### src/rtl/bus_pkg.sv
// Shared definitions for the bus endpoint: ID width, broadcast ID and
// destination-field extraction.
package bus_pkg;

    localparam int unsigned ID_W      = 8;
    localparam int unsigned PKT_MAX_W = 256;
    localparam logic [ID_W-1:0] BROADCAST_ID = 8'hFF;

    // Destination ID: the top ID_W bits of a pkt_w-bit packet (zero-extended into pkt)
    function automatic logic [ID_W-1:0] dest_of(input logic [PKT_MAX_W-1:0] pkt,
                                                 input int unsigned        pkt_w);
        return ID_W'(pkt >> (pkt_w - ID_W));
    endfunction

endpackage

### src/rtl/bus_ep_fifo.sv
// First-word-fall-through FIFO. A write while full is taken only when a read
// frees the head slot in the same cycle; the head reads 0 while empty.
module bus_ep_fifo
    import bus_pkg::*;
#(
    parameter int unsigned width = 16,
    parameter int unsigned depth = 8
) (
    input  logic             clk,
    input  logic             reset,
    input  logic             wr,
    input  logic [width-1:0] wdata,
    input  logic             rd,
    output logic [width-1:0] rdata,
    output logic             full,
    output logic             empty
);

    localparam int unsigned PTR_W = $clog2(depth);
    localparam int unsigned CNT_W = PTR_W + 1;

    logic [width-1:0] mem [depth];
    logic [PTR_W-1:0] wptr;
    logic [PTR_W-1:0] rptr;
    logic [CNT_W-1:0] count;
    logic             do_wr;
    logic             do_rd;

    // Status decoded from the registered count only
    assign full  = (count == CNT_W'(depth));
    assign empty = (count == '0);

    assign do_rd = rd & ~empty;
    assign do_wr = wr & (~full | do_rd);

    assign rdata = empty ? '0 : mem[rptr];

    // Pointers and occupancy; pointers wrap naturally since depth is a power of two
    always_ff @(posedge clk or negedge reset) begin
        if (!reset) begin
            wptr  <= '0;
            rptr  <= '0;
            count <= '0;
        end else begin
            if (do_wr) wptr <= wptr + PTR_W'(1);
            if (do_rd) rptr <= rptr + PTR_W'(1);
            count <= count + CNT_W'(do_wr) - CNT_W'(do_rd);
        end
    end

    // Storage; contents are don't-care after reset because the head is gated by empty
    always_ff @(posedge clk) begin
        if (do_wr) mem[wptr] <= wdata;
    end

endmodule

### src/rtl/bus_endpoint.sv
// Device-side bus endpoint: TX FIFO toward the bus, RX FIFO from the bus,
// optional destination filter, sticky RX overflow flag and drop counter.
// Define BUS_EP_ADDR_FILTER_EN to enable the destination address filter.
module bus_endpoint
    import bus_pkg::*;
#(
    parameter int unsigned      pckg_sz   = 16,
    parameter int unsigned      depth     = 8,
    parameter logic [ID_W-1:0]  id        = 8'd0,
    parameter logic [ID_W-1:0]  broadcast = BROADCAST_ID
) (
    input  logic               clk,
    input  logic               reset,
    input  logic               tx_wr,
    input  logic [pckg_sz-1:0] tx_data,
    output logic               tx_full,
    output logic               pndng,
    output logic [pckg_sz-1:0] D_pop,
    input  logic               pop,
    input  logic               push,
    input  logic [pckg_sz-1:0] D_push,
    output logic               rx_valid,
    output logic [pckg_sz-1:0] rx_data,
    input  logic               rx_rd,
    output logic               rx_ovf,
    output logic [7:0]         rx_drop_cnt
);

`ifdef BUS_EP_ADDR_FILTER_EN
    localparam bit FILTER_EN = 1'b1;
`else
    localparam bit FILTER_EN = 1'b0;
`endif

    localparam int unsigned DROP_W = 8;

    logic            tx_empty;
    logic            rx_empty;
    logic            rx_full;
    logic [ID_W-1:0] dest;
    logic            addr_match;
    logic            accept;
    logic            rx_reading;

    assign dest       = dest_of(PKT_MAX_W'(D_push), pckg_sz);
    assign addr_match = (dest == id) || (dest == broadcast);
    assign accept     = ~FILTER_EN | addr_match;
    assign rx_reading = rx_rd & ~rx_empty;

    assign pndng    = ~tx_empty;
    assign rx_valid = ~rx_empty;

    // Outbound queue; a write while full is refused even if the bus pops
    bus_ep_fifo #(.width(pckg_sz), .depth(depth)) u_tx_fifo (
        .clk   (clk),
        .reset (reset),
        .wr    (tx_wr & ~tx_full),
        .wdata (tx_data),
        .rd    (pop),
        .rdata (D_pop),
        .full  (tx_full),
        .empty (tx_empty)
    );

    // Inbound queue; a read in the same cycle makes room for a push while full
    bus_ep_fifo #(.width(pckg_sz), .depth(depth)) u_rx_fifo (
        .clk   (clk),
        .reset (reset),
        .wr    (push & accept),
        .wdata (D_push),
        .rd    (rx_rd),
        .rdata (rx_data),
        .full  (rx_full),
        .empty (rx_empty)
    );

    // Sticky overflow: an accepted push found no room
    always_ff @(posedge clk or negedge reset) begin
        if (!reset) begin
            rx_ovf <= 1'b0;
        end else if (push && accept && rx_full && !rx_reading) begin
            rx_ovf <= 1'b1;
        end
    end

    // Saturating count of pushes rejected by the address filter
    always_ff @(posedge clk or negedge reset) begin
        if (!reset) begin
            rx_drop_cnt <= '0;
        end else if (FILTER_EN && push && !addr_match && (rx_drop_cnt != {DROP_W{1'b1}})) begin
            rx_drop_cnt <= rx_drop_cnt + DROP_W'(1);
        end
    end

endmodule
### config.mk
export PLATFORM = sky130hd
export DESIGN_NAME = bus_endpoint
export DESIGN_NICKNAME = d
export VERILOG_FILES = /design/src/rtl/bus_pkg.sv /design/src/rtl/bus_ep_fifo.sv /design/src/rtl/bus_endpoint.sv
export SDC_FILE = /design/constraint.sdc
export NUM_CORES = 1
export LEC_CHECK = 0
export ABC_AREA = 1
export CAP_MARGIN = 20
export CORE_ASPECT_RATIO = 1.1
export CORE_MARGIN = 5
export CORE_UTILIZATION = 54
export DETAILED_ROUTE_END_ITERATION = 10
export GPL_TIMING_DRIVEN = 0
export PLACE_DENSITY = 0.88
export SLEW_MARGIN = 5
export SYNTH_ARGS = -nofsm -noshare
export SYNTH_HDL_FRONTEND = slang
export SYNTH_SLANG_ARGS = --single-unit
### constraint.sdc
create_clock -name clk -period 2.3 [get_ports clk]
set_clock_uncertainty 0.15 [all_clocks]
set_input_delay 0.345 -clock clk [delete_from_list [all_inputs] [get_ports clk]]
set_output_delay 0.345 -clock clk [all_outputs]
set_load 0.005 [all_outputs]
==> impl_metrics.tcl <==
set metrics [dict create \
    crit_chain "inv_2, buf_12, buf_8, buf_6, nand2_4, nand3_2, nand2_2, nor2_2, nor2_2, buf_2" \
    finalHoldViolCount 0 \
    max-cap-violations 0 \
    cts_buffers 27 \
    crit_path_start_kind "flop" \
    p_switching_mw 8.761 \
    yosysMostFrequentCell "nand2_1" \
    seq_area_frac_synth_pct 65.16 \
    antenna_found_initial 0 \
    dieArea_sq_mm 0.02650 \
    final.setup.worst_slack_ps -293.8 \
    crit_top_cell "nor2_2" \
    antennaDiodeCount 0 \
    ant_nets 0 \
    outcome "finished, violations left" \
    netlist_instances 1267 \
    finalMaxSlewViolations 0 \
    synth-edff-count 256 \
    fin_util_pct 71.92 \
    clk_path_buf_depth 3 \
    ir_drop_uv 1056 \
    pin_count 82 \
    path_max_fanout 5 \
    drc 0 \
    synthDistinctLibCells 26 \
    ys_top_cells_by_area "edfxtp_1 (61%), nand2_1 (10%), inv_1 (8.3%)" \
    die_w_um 155.7 \
    pwr-share-clk_pct 21.1 \
    drt-total-wl_um 41080 \
    reg2reg_slack_ps 10 \
    worstSkewPairLatency_ps 540 \
    fmax_mhz 385.5 \
    async_reset_ff_share_pct 7.581 \
    power_leakage_nw 7.525 \
    htreeDepth 1 \
    hpwl_um 19950 \
    grt_pass1_vias 10230 \
    clk_pin_slew_ps 70 \
    start_util_pct 54.96 \
    synth_top_area_share_pct 60.99 \
    min_path_type "flop to flop" \
    critPathMaxStageDelay_ps 420 \
    arrival_ps 2100 \
    fin_crit_sh_pct 112.8 \
    failed_checks "negative setup slack" \
    gp_congestion 0.8453 \
    power.internal_mw 13.62 \
    die_h_um 170.2 \
    endpoint_kind "output pin" \
    drtPass1Iterations 6 \
    path_class "flop to output pin" \
    final_layout_size_suffix_gt1_share_pct 24.90 \
    p_comb_share_pct 48.8 \
    fp.coreArea_sq_mm 0.02293 \
    layout.nets 1508 \
    p_seq_share_pct 30.1 \
    grt_pass1_wl_um 53630 \
    cts_tree "built" \
    finalCriticalPeriod_ps 2594 \
    yosys_warnings 8 \
    cts_sinks 277 \
    grt_start_max_net_pins 22 \
    areaGrowthSynthToFinish_pct 30.86 \
    ys.flop_type "edfxtp_1" \
    grt.total_usage_pct 26.03 \
    wire_per_inst_um 23.26 \
    syn_area_per_cell_sq_um 9.947 \
    setup_violations 32 \
    critPathRequiredTime_ps 1800 \
    sw_frac_of_total_pct 39.14 \
    power.total_mw 22.38 \
    syn_area_sq_mm 0.01260 \
    ys_ff_latch 277 \
    slowest_stage "dfrtp_1" \
    synthTopCellsByCount "nand2_1 (351), inv_1 (280), edfxtp_1 (256)" \
    port-buffer-count 73 \
    vias_per_cell 5.951 \
    core.rowCount 58 \
    dr.first_iter.drc_count 1631 \
    grt-ovfl-total 0 \
    clockRootBuffer "clkbuf_16" \
    rsz0062_at_grt "true" \
    vias 10510 \
    power_density_mw_per_mm2 1357 \
    yosys.area.top_type "edfxtp_1" \
]
## cells in the final DEF (no fill, tap or decap), drive strengths merged, types with 2 or more instances in the layout
master	netlist	routed
conb	1	8
dlygate4sd2	0	7
clkinv	0	7
clkbuf	5	45
buf	56	146
bufinv	0	6
dfrtp	21	21
nor2	81	81
nand3	172	172
ha	16	16
o21ai	5	5
nand2	354	354
edfxtp	256	256
inv	284	284
a21oi	2	2
clkdlybuf4s15	0	2
xor2	4	4
xnor2	5	5
clkdlybuf4s50	0	38
fa	2	2
## state kept, by name, summed over array words and instances, names as in the netlist
register         count
u_tx_fifo.count      4
u_rx_fifo.mem      128
u_rx_fifo.wptr       3
u_rx_fifo.count      4
rx_ovf               1
u_tx_fifo.rptr       3
u_rx_fifo.rptr       3
u_tx_fifo.wptr       3
u_tx_fifo.mem      128
## final cells by class
class | count | area [sq um]
Inverter | 284 | 1081
Clock buffer | 29 | 683.2
Multi-Input combinational cell | 652 | 3625
Fill cell | 1307 | 6440
Buffer | 59 | 676.9
Tap cell | 300 | 375.4
Timing Repair Buffer | 151 | 1619
Sequential cell | 277 | 8215
Clock inverter | 14 | 216.5
## repair_timing
item / 4_1_cts / 5_1_grt
cloned: 3 / 10
resized for setup: 274 / 124
setup endpoints to repair: 63 / 139
pin swaps: 46 / 47
hold endpoints to repair: 0 / 2
hold buffers: 0 / 1
setup buffers: 22 / 25
## worst max-delay path, delay by kind of cell (launching register included)
kind / cells / cell delay [ps]
buffers and inverters: 5 / 680
flip-flops: 1 / 420
AND/OR/NAND/NOR: 5 / 480
## routing by layer
| layer | GRT usage [%] | part of all wire, % | vias up |
|---|---|---|---|
| met5 | 0 | 0 | - |
| li1 | - | - | 4318 |
| met1 | 29.44 | 30 | 4860 |
| met3 | 4.959 | 12 | 313 |
| met4 | 14.16 | 8.4 | 0 |
| met2 | 46.42 | 49 | 1019 |
## kinds of logic (layout without fill, tap and decap cells)
group	count (synthesis)	after routing	share of synthesized area (%)
xor+xnor	9	9	0.6254
other cells	1	8	0.02975
buf+inv	345	537	11.76
fa+ha+maj	18	18	1.906
simple gates	609	609	20.17
flops	277	277	65.16
compound gates	8	8	0.3375
## metrics by stage
step	hold WS, ps	instance area, sq um	setup slack (ps)	instances	TNS [ps]
after floorplan	-100.6	12630	35.21	1274	0
after global placement	310.2	13740	-880.3	1647	-184390
after detailed placement	316.6	13990	-211.0	1663	-11260
after CTS	245.3	15610	-185.5	1729	-3020
after global routing	355.3	16490	-344.8	1766	-7569
final	330.7	16490	-293.8	1766	-5580
## path summary, 6_finish.rpt
path / depth (start not counted) / from / to
setup / recovery: 10 / u_rx_fifo.rptr[0] / rx_data[3]
hold / removal: 1 / rx_ovf / rx_ovf
setup reg to reg: 11 / u_tx_fifo.count[1] / u_tx_fifo.count[1]
hold reg to reg: 1 / rx_ovf / rx_ovf
max in group asynchronous: 3 / reset / u_tx_fifo.rptr[1]
min in group asynchronous: 2 / reset / u_rx_fifo.wptr[0]
## power by group through the flow
stage / registers, mW / logic, mW / clock network [mW]
2_1_floorplan: 6.65 / 4.53 / 0
3_3_place_gp: 6.69 / 7.18 / 0
3_5_place_dp: 6.71 / 7.69 / 0
4_1_cts: 6.65 / 8.67 / 4.61
5_1_grt: 6.77 / 11.4 / 4.92
6_report: 6.74 / 10.9 / 4.72
Note: power is estimated with default switching activity, not from simulation.
